===== src/rtl/readout_sequencer_pkg.sv =====
// Shared definitions for the readout sequencer: the FSM state encoding and
// the default frame header byte and word limit.
package readout_sequencer_pkg;

  typedef enum logic [2:0] {
    ST_IDLE,
    ST_HEADER,
    ST_FETCH,
    ST_WAIT,
    ST_SEND,
    ST_TRAILER,
    ST_FINISH
  } state_e;

  localparam logic [7:0]  SYNC_BYTE_DEF = 8'hA5;
  localparam logic [15:0] MAX_WORDS_DEF = 16'hFFFF;

endpackage


===== src/rtl/readout_sequencer_byte_tx_slot.sv =====
// Single-byte output holding register with a valid/ready handshake. A new byte
// may only be loaded when the slot is empty or its current byte is being taken.
module byte_tx_slot (
  input  logic       i_clk,
  input  logic       _mrst,
  input  logic       i_load,
  input  logic [7:0] i_load_byte,
  input  logic       i_ready,
  output logic [7:0] o_byte,
  output logic       o_valid,
  output logic       o_xfer
);

  logic [7:0] byte_q, byte_d;
  logic       valid_q, valid_d;

  assign o_xfer = valid_q & i_ready;

  always_comb begin
    byte_d  = byte_q;
    valid_d = valid_q;
    if (i_load) begin
      byte_d  = i_load_byte;
      valid_d = 1'b1;
    end else if (o_xfer) begin
      valid_d = 1'b0;
    end
  end

  always_ff @(posedge i_clk) begin
    if (!_mrst) begin
      byte_q  <= 8'h00;
      valid_q <= 1'b0;
    end else begin
      byte_q  <= byte_d;
      valid_q <= valid_d;
    end
  end

  assign o_byte  = byte_q;
  assign o_valid = valid_q;

endmodule


===== src/rtl/readout_sequencer.sv =====
// Drains the capture FIFO into a byte stream framed as
// SYNC, {word bytes MSB first}*, count[15:8], count[7:0].
//
// state   | meaning
// IDLE    | waiting for i_start
// HEADER  | SYNC_BYTE presented
// FETCH   | decide: read next word or close the frame
// WAIT    | FIFO data arriving, latch it
// SEND    | four word bytes presented, MSB first
// TRAILER | word count presented, high byte first
// FINISH  | one-cycle o_done
module readout_sequencer
  import readout_sequencer_pkg::*;
#(
  parameter logic [7:0]  SYNC_BYTE = SYNC_BYTE_DEF,
  parameter logic [15:0] MAX_WORDS = MAX_WORDS_DEF
) (
  input  logic        i_clk,
  input  logic        _mrst,
  input  logic        i_start,
  input  logic        i_fifo_empty,
  output logic        o_fifo_rdreq,
  input  logic [31:0] i_fifo_q,
  output logic [7:0]  o_byte,
  output logic        o_byte_valid,
  input  logic        i_byte_ready,
  output logic        o_busy,
  output logic [15:0] o_word_count,
  output logic        o_done
);

  state_e      state_q, state_d;
  logic [15:0] cnt_q, cnt_d;
  logic [31:0] shreg_q, shreg_d;
  logic [1:0]  idx_q, idx_d;
  logic        load;
  logic [7:0]  load_byte;
  logic        xfer;
  logic        rdreq;

  byte_tx_slot u_slot (
    .i_clk       (i_clk),
    ._mrst       (_mrst),
    .i_load      (load),
    .i_load_byte (load_byte),
    .i_ready     (i_byte_ready),
    .o_byte      (o_byte),
    .o_valid     (o_byte_valid),
    .o_xfer      (xfer)
  );

  always_comb begin
    state_d   = state_q;
    cnt_d     = cnt_q;
    shreg_d   = shreg_q;
    idx_d     = idx_q;
    load      = 1'b0;
    load_byte = 8'h00;
    rdreq     = 1'b0;
    unique case (state_q)
      ST_IDLE: begin
        if (i_start) begin
          state_d   = ST_HEADER;
          cnt_d     = 16'h0000;
          load      = 1'b1;
          load_byte = SYNC_BYTE;
        end
      end
      ST_HEADER: begin
        if (xfer) state_d = ST_FETCH;
      end
      ST_FETCH: begin
        if (i_fifo_empty || (cnt_q == MAX_WORDS)) begin
          state_d   = ST_TRAILER;
          idx_d     = 2'd0;
          load      = 1'b1;
          load_byte = cnt_q[15:8];
        end else begin
          rdreq   = 1'b1;
          state_d = ST_WAIT;
        end
      end
      ST_WAIT: begin
        shreg_d   = i_fifo_q;
        cnt_d     = cnt_q + 16'd1;
        idx_d     = 2'd0;
        load      = 1'b1;
        load_byte = i_fifo_q[31:24];
        state_d   = ST_SEND;
      end
      ST_SEND: begin
        if (xfer) begin
          if (idx_q == 2'd3) begin
            state_d = ST_FETCH;
          end else begin
            // rotate so the next byte always sits at [31:24] after the move
            idx_d     = idx_q + 2'd1;
            shreg_d   = {shreg_q[23:0], shreg_q[31:24]};
            load      = 1'b1;
            load_byte = shreg_q[23:16];
          end
        end
      end
      ST_TRAILER: begin
        if (xfer) begin
          if (idx_q == 2'd0) begin
            idx_d     = 2'd1;
            load      = 1'b1;
            load_byte = cnt_q[7:0];
          end else begin
            state_d = ST_FINISH;
          end
        end
      end
      ST_FINISH: state_d = ST_IDLE;
      default:   state_d = ST_IDLE;
    endcase
  end

  always_ff @(posedge i_clk) begin
    if (!_mrst) begin
      state_q <= ST_IDLE;
      cnt_q   <= 16'h0000;
      shreg_q <= 32'h0000_0000;
      idx_q   <= 2'd0;
    end else begin
      state_q <= state_d;
      cnt_q   <= cnt_d;
      shreg_q <= shreg_d;
      idx_q   <= idx_d;
    end
  end

  assign o_fifo_rdreq = rdreq;
  assign o_busy       = (state_q != ST_IDLE);
  assign o_done       = (state_q == ST_FINISH);
  assign o_word_count = cnt_q;

endmodule


===== config.mk =====
export PLATFORM = sky130hd
export DESIGN_NAME = readout_sequencer
export DESIGN_NICKNAME = d
export VERILOG_FILES = /design/src/rtl/readout_sequencer_pkg.sv /design/src/rtl/readout_sequencer_byte_tx_slot.sv /design/src/rtl/readout_sequencer.sv
export SDC_FILE = /design/constraint.sdc
export NUM_CORES = 1
export LEC_CHECK = 0
export ABC_CLOCK_PERIOD_IN_PS = 3300
export CAP_MARGIN = 15
export CORE_MARGIN = 8
export CORE_UTILIZATION = 54
export CTS_BUF_LIST = sky130_fd_sc_hd__clkbuf_2 sky130_fd_sc_hd__clkbuf_4 sky130_fd_sc_hd__clkbuf_8
export DETAILED_ROUTE_END_ITERATION = 10
export PLACE_DENSITY = 0.8
export SKIP_LAST_GASP = 1
export SYNTH_ARGS = -nofsm -noshare
export SYNTH_HDL_FRONTEND = slang
export SYNTH_HIERARCHICAL = 1
export SYNTH_SLANG_ARGS = --single-unit

===== constraint.sdc =====
create_clock -name i_clk -period 3.3 [get_ports i_clk]
set_clock_uncertainty 0.2 [all_clocks]
set_input_delay 0.33 -clock i_clk [delete_from_list [all_inputs] [get_ports i_clk]]
set_output_delay 0.33 -clock i_clk [all_outputs]
set_load 0.02 [all_outputs]

==> out/qor.txt <==
Logic gate share of total power -> 0.180
Hold depth -> 2
R2r setup slk -> 0.42 ns
H-tree level count -> 3
Number of routed nets with antenna violations -> 0
Post-synth EDFFs -> 0
Initial drt markers -> 334
Post-Layout Inst Area -> 0.004183 mm2
Final Critical Period -> 2.965 ns
Bufs on Longest Clock Path -> 2
HP Class -> flip-flop to flip-flop
Worst-path clk slew -> 0.07 ns
Ys Warns -> 6
Vias in the first global route -> 3025
Core box area -> 0.005921 mm2
Vias -> 3274
Ranking of synthesized cells by area -> dfxtp_1 (37%), nand2_1 (9.2%), a311oi_2 (9.1%)
Clk_lat worst skew -> 0.34 ns
CP max stage delay -> 0.58 ns
Cts hold-fix bufs -> 0
Yosys top cell by area -> dfxtp_1
Worst path depth -> 5
Post-CTS Setup Inserts -> 0
Total congestion overflow -> 0
Static leakage -> 1.434 nW
Die extent in x -> 94.38 um
Routed len/inst -> 17.03 um
Crit-path cells -> ha_1, nand4_1, nor4_2, nor3_1, clkdlybuf4s50_1
RSZ-0062 raised after global routing -> no
Gpl congestion -> 0.9087
Clock power share -> 0.373
Reg-to-reg critical path endpoint -> u_slot/o_byte[6]$_SDFFE_PN0P_
Headroom to the max-slew limit -> 0.5033
Hold WS -> 0.2589 ns
Worst path bufs/invs -> 1
Final setup fails -> 0
Max stage delay cell, worst path -> clkdlybuf4s50_1
Final Max Tran Viols -> 0
Synthesized area per cell -> 8.272 um2
1st-pass router iterations -> 6
Power per standard cell area -> 428.9 mW/mm2
CP max FO -> 7
Setup TNS -> 0 ns
Hold-critical path endpoint -> shreg_q[27]$_SDFFE_PN0P_
Largest net degree at the start of global routing -> 44
Buffers on Ports -> 64
FMAX -> 337.3 MHz
Syn_nets -> 443
Routed WL -> 9144 um
Asr flop ratio synth -> 0
All-Layer GR Usage -> 0.2121
Most frequent cells after synthesis -> nand2_1 (81), dfxtp_1 (62), nor2_1 (48)
Synthesized instance count -> 401
Starting density of the core -> 0.5602
# resized after CTS -> 0
Dpl cell area -> 0.003989 mm2
Clk sinks -> 62
Status -> finished clean
Nets@finish -> 499
Net Switching -> 0.5170 mW
Startpoint types -> flip-flop
Post-synth top area share -> 0.3742
Initial antenna violation count -> 0
Reg2Reg Depth -> 5
CP required -> 2.77 ns
Register share of total power -> 0.447
Crit path max-delay family -> simple AND/OR/NAND/NOR gates
CTS tree -> done
First-pass GRT wire length -> 15150 um
Crit path DAT -> 2.43 ns
CP endpoint kind -> output port
Die H -> 94.38 um
Register bit total from synthesis -> 62
Sw Share -> 0.2882
Sequential share of the synthesized area -> 0.3742
Non-filler instance count after layout -> 537
Reg2reg start -> state_q[2]$_SDFFE_PN0P_
Ys flop type -> dfxtp_1
Die area -> 0.008907 mm2
Placed Cells -> 521
# IOs -> 65
Crit path kind -> flip-flop to output port
Most frequent cell after synthesis -> nand2_1
Measured slew at the worst slew-check pin -> 0.7427 ns
# diodes -> 0
Util after Layout -> 0.7065
Count of cell types in the netlist -> 52
Row count -> 28
Residual DRC count -> 0
Hold path start -> shreg_q[27]$_SDFFE_PN0P_
Root Driver -> clkbuf_8
Fin crit share -> 0.8985
Worst VDD drop -> 0.3054 mV
Num CTS Buffers -> 9
Final hold vios -> 0
Post-DR vias/cell -> 6.097
Post-DP HPWL -> 6462 um
Area delta synth->final -> 26.10%
Synth Cell Area -> 0.003317 mm2
Internal power -> 1.277 mW
# Max-Cap Violations -> 0
Share of cells above drive strength 1 -> 0.1104
[cell families after synthesis]
logic type / count (synthesis) / share of synthesized area
AND/OR/NAND/NOR: 191 / 0.2599
AO/OA/AOI/OAI: 94 / 0.2539
flip-flops: 62 / 0.3742
buffers and inverters: 36 / 0.05356
multiplexers: 12 / 0.03697
adder cells (fa/ha/maj): 5 / 0.01886
XOR/XNOR: 1 / 0.002641
[area by class of cell]
type | instances | area (um2)
clock buffers | 10 | 131.4
flip-flops and latches | 62 | 1241
clock inverters | 6 | 62.56
repair buffers | 74 | 728.2
multi-input cells | 303 | 1899
fillers | 473 | 1738
well taps | 75 | 93.84
inverters | 7 | 26.28
[registers in the layout, summed over array words and instances, names as in the netlist]
signal	flops
state_q	3
u_slot/o_valid	1
u_slot/o_byte	8
idx_q	2
o_word_count	16
shreg_q	32
[power by group through the flow]
stage / Combinational (mW) / Sequential (mW) / Clock [mW]
2_1_floorplan: 0.205 / 0.819 / 0
3_3_place_gp: 0.312 / 0.817 / 0
3_5_place_dp: 0.318 / 0.818 / 0
4_1_cts: 0.321 / 0.801 / 0.672
5_1_grt: 0.350 / 0.805 / 0.714
6_report: 0.324 / 0.802 / 0.669
[through the flow]
| stage | worst slack [ns] | power, mW |
|---|---|---|
| 4_1_cts | 0.3358 | 1.794 |
| 5_1_grt | 0.1711 | 1.869 |
| 6_report | 0.3351 | 1.794 |
| 3_5_place_dp | 0.5667 | 1.136 |
| 3_3_place_gp | 0.6878 | 1.130 |
| 2_1_floorplan | 0.9518 | 1.024 |
[placed cells by master, fill, tap and decap left out, types with 2 or more instances in the layout]
cell             netlist  layout
a311oi_2              20      20
clkbuf_8               0       9
clkinvlp_4             0       3
mux2_1                 2       2
or2_2                  2       2
nor4_2                 2       2
nor2b_1               12      12
o21ai_0                8       8
a31oi_1                5       5
o2bb2ai_1              7       7
clkdlybuf4s50_1        0      64
nor3_1                 8       8
nand4_1                8       8
dfxtp_1               62      62
nand3_1               16      16
mux2i_1               10      10
and3_1                 4       4
a311oi_1               8       8
a21o_1                 2       2
and2_1                 3       3
ha_1                   5       5
nand2_1               81      81
buf_4                  2       9
inv_1                  6       6
o2111ai_1              2       2
a21oi_1               16      16
a221oi_1               4       4
a222oi_1               6       6
clkinv_2               0       2
nor2_1                48      48
o21a_1                 4       4
[worst register-to-register path, stage by stage (launching register included)]
cell and delay, ns:
dfxtp_1 0.67, and3b_1 0.45, a21oi_1 0.50, nand3_1 0.52
mux2i_1 0.34, nor2b_1 0.09
[worst max-delay path by stage]
stage / startpoint / to
6_report: o_word_count[0]$_SDFFE_PN0P_ / o_fifo_rdreq
5_1_grt: o_word_count[0]$_SDFFE_PN0P_ / o_fifo_rdreq
3_5_place_dp: state_q[2]$_SDFFE_PN0P_ / u_slot/o_byte[6]$_SDFFE_PN0P_
2_1_floorplan: state_q[1]$_SDFFE_PN0P_ / u_slot/o_byte[4]$_SDFFE_PN0P_
3_3_place_gp: state_q[2]$_SDFFE_PN0P_ / u_slot/o_byte[5]$_SDFFE_PN0P_
4_1_cts: o_word_count[0]$_SDFFE_PN0P_ / o_fifo_rdreq
[per-layer routing]
layer | part of all wire | GRT usage
met5 | 0 | 0
met3 | 0.078 | 0.05159
met2 | 0.47 | 0.3233
met1 | 0.43 | 0.2785
met4 | 0.019 | 0.09115
No activity file was read; power rests on OpenSTA's default activity.
